==> config.mk <==
export PLATFORM = sky130hd
export DESIGN_NAME = seq_pattern_gen
export DESIGN_NICKNAME = d
export VERILOG_FILES = /design/src/rtl/seq_gen_pkg.sv /design/src/rtl/seq_piso_shift.sv /design/src/rtl/seq_pattern_gen.sv
export SDC_FILE = /design/constraint.sdc
export NUM_CORES = 1
export LEC_CHECK = 0
export CAP_MARGIN = 40
export CORE_MARGIN = 3
export CORE_UTILIZATION = 25
export DETAILED_ROUTE_END_ITERATION = 12
export SLEW_MARGIN = 0
export SYNTH_ARGS = -nofsm -noshare
export SYNTH_HDL_FRONTEND = slang
export SYNTH_SLANG_ARGS = --single-unit
==> constraint.sdc <==
create_clock -name clk -period 2 [get_ports clk]
set_input_delay 0.2 -clock clk [delete_from_list [all_inputs] [get_ports clk]]
set_output_delay 0.2 -clock clk [all_outputs]
set_load 0.005 [all_outputs]
==> src/rtl/seq_gen_pkg.sv <==
// seq_gen_pkg: shared state encoding and default widths for the serial pattern generator
package seq_gen_pkg;
  localparam int DEF_PAT_W = 8;
  localparam int DEF_REP_W = 4;
  typedef enum logic [1:0] {
    IDLE  = 2'b00,
    SHIFT = 2'b01,
    GAP   = 2'b10,
    DONE  = 2'b11
  } state_e;
endpackage

==> src/rtl/seq_piso_shift.sv <==
// seq_piso_shift: parallel-load, MSB-first shift register with load/shift enables
module seq_piso_shift #(
  parameter int W = 8
) (
  input  logic         clk,
  input  logic         reset,
  input  logic         load_i,
  input  logic         shift_i,
  input  logic [W-1:0] din_i,
  output logic         dout_o
);
  logic [W-1:0] sr_q;
  // load has priority over shift; zeros fill in from the LSB side
  always_ff @(posedge clk or negedge reset) begin
    if (!reset) sr_q <= '0;
    else if (load_i) sr_q <= din_i;
    else if (shift_i) sr_q <= {sr_q[W-2:0], 1'b0};
  end
  assign dout_o = sr_q[W-1];
endmodule

==> src/rtl/seq_pattern_gen.sv <==
// seq_pattern_gen: repeating MSB-first serial pattern generator; SEQ_GEN_PARITY_EN appends an even-parity bit per frame
module seq_pattern_gen
  import seq_gen_pkg::*;
#(
  parameter int PAT_W = DEF_PAT_W,
  parameter int REP_W = DEF_REP_W
) (
  input  logic             clk,
  input  logic             reset,
  input  logic             start,
  input  logic [PAT_W-1:0] pattern,
  input  logic [REP_W-1:0] repeat_cnt,
  input  logic             abort,
  output logic             out_bit,
  output logic             out_valid,
  output logic             busy,
  output logic             done
);
  localparam int BW = $clog2(PAT_W + 2);
  state_e           state_q, state_d;
  logic [PAT_W-1:0] pat_q, pat_d;
  logic [REP_W-1:0] frm_q, frm_d;
  logic [BW-1:0]    bit_q, bit_d;
  logic             out_bit_q, out_bit_d;
  logic             out_valid_q, out_valid_d;
  logic             busy_q, busy_d;
  logic             done_q, done_d;
  logic             load, shift;
  logic [PAT_W-1:0] load_val;
  logic             sr_msb;
  logic             tail_bit;
  // the shift register holds the bits still to be sent after the one on out_bit
  seq_piso_shift #(.W(PAT_W)) u_piso (
    .clk    (clk),
    .reset  (reset),
    .load_i (load),
    .shift_i(shift),
    .din_i  (load_val),
    .dout_o (sr_msb)
  );
`ifdef SEQ_GEN_PARITY_EN
  localparam int FRAME_LEN = PAT_W + 1;
  assign tail_bit = (bit_q == BW'(PAT_W - 1)) ? ^pat_q : sr_msb;
`else
  localparam int FRAME_LEN = PAT_W;
  assign tail_bit = sr_msb;
`endif
  localparam logic [BW-1:0] LAST = BW'(FRAME_LEN - 1);
  // next state and next registered outputs; outputs reflect the state being entered
  always_comb begin
    state_d     = state_q;
    pat_d       = pat_q;
    frm_d       = frm_q;
    bit_d       = bit_q;
    load        = 1'b0;
    shift       = 1'b0;
    load_val    = {pat_q[PAT_W-2:0], 1'b0};
    out_bit_d   = 1'b0;
    out_valid_d = 1'b0;
    done_d      = 1'b0;
    case (state_q)
      IDLE: if (start && !abort) begin
        state_d     = SHIFT;
        pat_d       = pattern;
        frm_d       = repeat_cnt;
        bit_d       = '0;
        load        = 1'b1;
        load_val    = {pattern[PAT_W-2:0], 1'b0};
        out_bit_d   = pattern[PAT_W-1];
        out_valid_d = 1'b1;
      end
      SHIFT: if (abort) state_d = IDLE;
      else if (bit_q == LAST) begin
        bit_d   = '0;
        state_d = (frm_q == '0) ? DONE : GAP;
        done_d  = (frm_q == '0);
        frm_d   = (frm_q == '0) ? frm_q : frm_q - 1'b1;
      end else begin
        bit_d       = bit_q + 1'b1;
        shift       = 1'b1;
        out_bit_d   = tail_bit;
        out_valid_d = 1'b1;
      end
      GAP: if (abort) state_d = IDLE;
      else begin
        state_d     = SHIFT;
        load        = 1'b1;
        out_bit_d   = pat_q[PAT_W-1];
        out_valid_d = 1'b1;
      end
      default: state_d = IDLE;
    endcase
    busy_d = (state_d != IDLE);
  end
  // state, counters and registered outputs
  always_ff @(posedge clk or negedge reset) begin
    if (!reset) begin
      state_q     <= IDLE;
      pat_q       <= '0;
      frm_q       <= '0;
      bit_q       <= '0;
      out_bit_q   <= 1'b0;
      out_valid_q <= 1'b0;
      busy_q      <= 1'b0;
      done_q      <= 1'b0;
    end else begin
      state_q     <= state_d;
      pat_q       <= pat_d;
      frm_q       <= frm_d;
      bit_q       <= bit_d;
      out_bit_q   <= out_bit_d;
      out_valid_q <= out_valid_d;
      busy_q      <= busy_d;
      done_q      <= done_d;
    end
  end
  assign out_bit   = out_bit_q;
  assign out_valid = out_valid_q;
  assign busy      = busy_q;
  assign done      = done_q;
endmodule

==> results of run 1 <==
where the power goes:
part | switching (mW) | total [mW] | internal, mW
Clock | 0.228 | 0.723 | 0.494
Combinational | 0.159 | 0.330 | 0.171
Sequential | 0.0676 | 0.775 | 0.707
path summary, 6_finish.rpt:
check | from | endpoint | slack, ns | depth (start not counted)
worst max-delay path | bit_q[0] | u_piso.sr_q[2] | 0.27 | 5
worst min-delay path | reset | frm_q[1] | 0.29 | 2
worst max register to register | bit_q[0] | u_piso.sr_q[2] | 0.27 | 5
worst min register to register | pat_q[0] | pat_q[0] | 0.50 | 1
max in group asynchronous | reset | bit_q[3] | 1.43 | 2
min in group clk | pat_q[0] | pat_q[0] | 0.50 | 1
logic make-up after synthesis:
| group | Yosys count |
|---|---|
| and+or+nand+nor | 41 |
| buffers and inverters | 14 |
| adders and majority gates | 3 |
| muxes | 8 |
| AOI/OAI and AO/OA | 31 |
| DFF | 29 |
metrics by stage:
step	std cells	setup WS (ns)	total power [mW]	area (um2)
5_1_grt	223	0.1241	1.944	1783
4_1_cts	223	0.2550	1.851	1783
2_1_floorplan	126	0.3198	0.9915	1359
3_5_place_dp	215	0.1112	1.120	1649
3_3_place_gp	215	0.1290	1.109	1649
6_report	223	0.2685	1.827	1783
routing by layer:
layer	global-route usage [%]	vias to the layer above	share of wire [%]
li1	-	495	-
met2	14.61	20	43
met5	0	-	0
met1	12.49	484	48
met3	5.418	9	6.7
met4	5.670	0	2.7
registers in the layout (all words and copies together), names as in the netlist:
| signal | count |
|---|---|
| pat_q | 8 |
| u_piso.sr_q | 7 |
| bit_q | 4 |
| frm_q | 4 |
| state_q | 2 |
| busy | 1 |
| done | 1 |
| out_bit | 1 |
| out_valid | 1 |
layout by cell type, fill, tap and decap left out, types with 2 or more instances in the layout:
master,count
bufinv_16,2
mux2_2,6
a21oi_1,3
a31oi_1,3
clkdlybuf4s50_1,19
mux2_4,2
o21bai_1,2
o31ai_1,2
buf_4,6
nand2_1,13
inv_1,8
nand2b_1,3
or3_1,2
nor2_1,11
o2bb2ai_1,3
clkbuf_8,5
dfrtp_1,29
nor3_1,3
o21ai_0,8
ha_1,3
worst max-delay path: stages, from the launching register on:
cell,delay (ns)
dfrtp_1,0.41
ha_1,0.25
and3b_1,0.25
or3_1,0.47
nand2_1,0.11
a31oi_1,0.09
final cells by class:
cell class,count,area [um2]
multi-input cells,83,570.5
well taps,70,87.58
flip-flops and latches,29,725.7
clock buffers,5,68.82
fillers,513,3390
clock inverters,3,65.06
repair buffers,25,235.2
inverters,8,30.03
cell usage after synthesis, drive strengths merged, types with 2 or more instances:
master	count
a21oi	3
nand2	13
or3	2
mux2	8
nor2	11
nand2b	3
a31oi	3
o2bb2ai	3
clkbuf	2
o21ai	9
dfrtp	29
buf	4
inv	8
o31ai	2
nor3	4
o21bai	2
ha	3
==> out/metrics.cfg, run 1 <==
[synthesis]
yosysSeqAreaShare_pct = 53.41
synth_warnings = 0
synth_edf_count = 0
syn_avg_cell_area_um2 = 10.78
synth_fa_ha_area_share_pct = 2.762
yosysTopAreaCellShare_pct = 53.41
synth-compound-area-share_pct = 16.02
yosys.area.top_type = dfrtp_1
ys_types = 39
synthMuxAreaShare_pct = 7.182
synthCells = 126
ys.flop_type = dfrtp_1
synth.area.top_cells = dfrtp_1, mux2_2, nand2_1, nor2_1, o21ai_0
syn_nets = 145
async_flop_share_pct = 100.0
ys_ff_latch = 29
synth_area_um2 = 1359
synth-xor-area-share_pct = 0
synth_top_family_by_area = compound AO/OA/AOI/OAI gates
synthSimpleGateAreaFrac_pct = 16.02

[global_routing]
grt_usage_pct = 10.33
antenna_found_initial = 0
first_global_vias = 1016
grt_max_degree = 30
grt_pass1_wl_um = 4850
overflow = 0

[cts]
cts_max_level = 2
cts_hold_buf = 0
cts_buffers = 5
cts_setup_buffers = 0
cts.sinks = 29
clk_latency_ns = 0.29
clk_pin_slew_ns = 0.06
cts_root_buffer = clkbuf_8
cts_buffer_depth = 2
cts_resized = 0
cts_tree = done

[critical_path]
required_ns = 2.13
critPathCaptureType = flop
critPathArrivalTime_ns = 1.86
crit_fanout = 6
criticalPathCategory = flop to flop
startpoint_type = flop

[layout]
diodes = 0
drive_above_1_share_pct = 16.34
nNetsFinal = 171
syn_to_final_growth_pct = 31.22
finalCoreUtilization_pct = 34.47

[routing]
drt-total-wl_um = 2766
vias = 1008
routedWlPerCell_um = 12.40
route.antenna.remaining_nets = 0
drc = 0
drtPass1Iterations = 4
vias_per_cell = 4.520
drt_iter0_drc = 59

[timing]
rsz0062_at_grt = false
slew_violations = 0
worst_pin_slew_ns = 0.5918
fin_skew_ns = 0.008668
period_needed_ns = 1.732
timing.final.hold_violations = 0
tns_ns = 0
fin_crit_sh_pct = 86.58
clock.fmax_mhz = 577.5
whs_ns = 0.2924
final-setup-viol-count = 0
maxSlewHeadroom_pct = 60.28

[placed_design]
port_buffers = 19
gp_congestion = 0.7443
dp_hpwl_um = 1993

[die]
die_area_um2 = 6356
rows = 26
die-height_um = 79.73
pin_count = 20
start_util_pct = 26.27
core-area_um2 = 5172
die_w_um = 79.73

[pwr]
powerDensity_nw_per_um2 = 1025
p_leak_nw = 0.7730
peakVddDrop_uv = 379.5

[hold_path]
hold_path_class = primary input to async pin

[run_status]
run_status = finished, final reports clean

[flow_run]
drv_cap = 0

No activity file was read; power rests on OpenSTA's default activity.
==> run 2, diff against run 1 <==
SLEW_MARGIN = 20   (was 0)
==> results of run 2 <==
Same layout as run 1: the final DEF is identical, and so are final timing and power.
==> run 3, diff against run 2 <==
ABC_AREA = 0   (was default)
==> results of run 3 <==
Same layout as run 1: the final DEF is identical, and so are final timing and power.
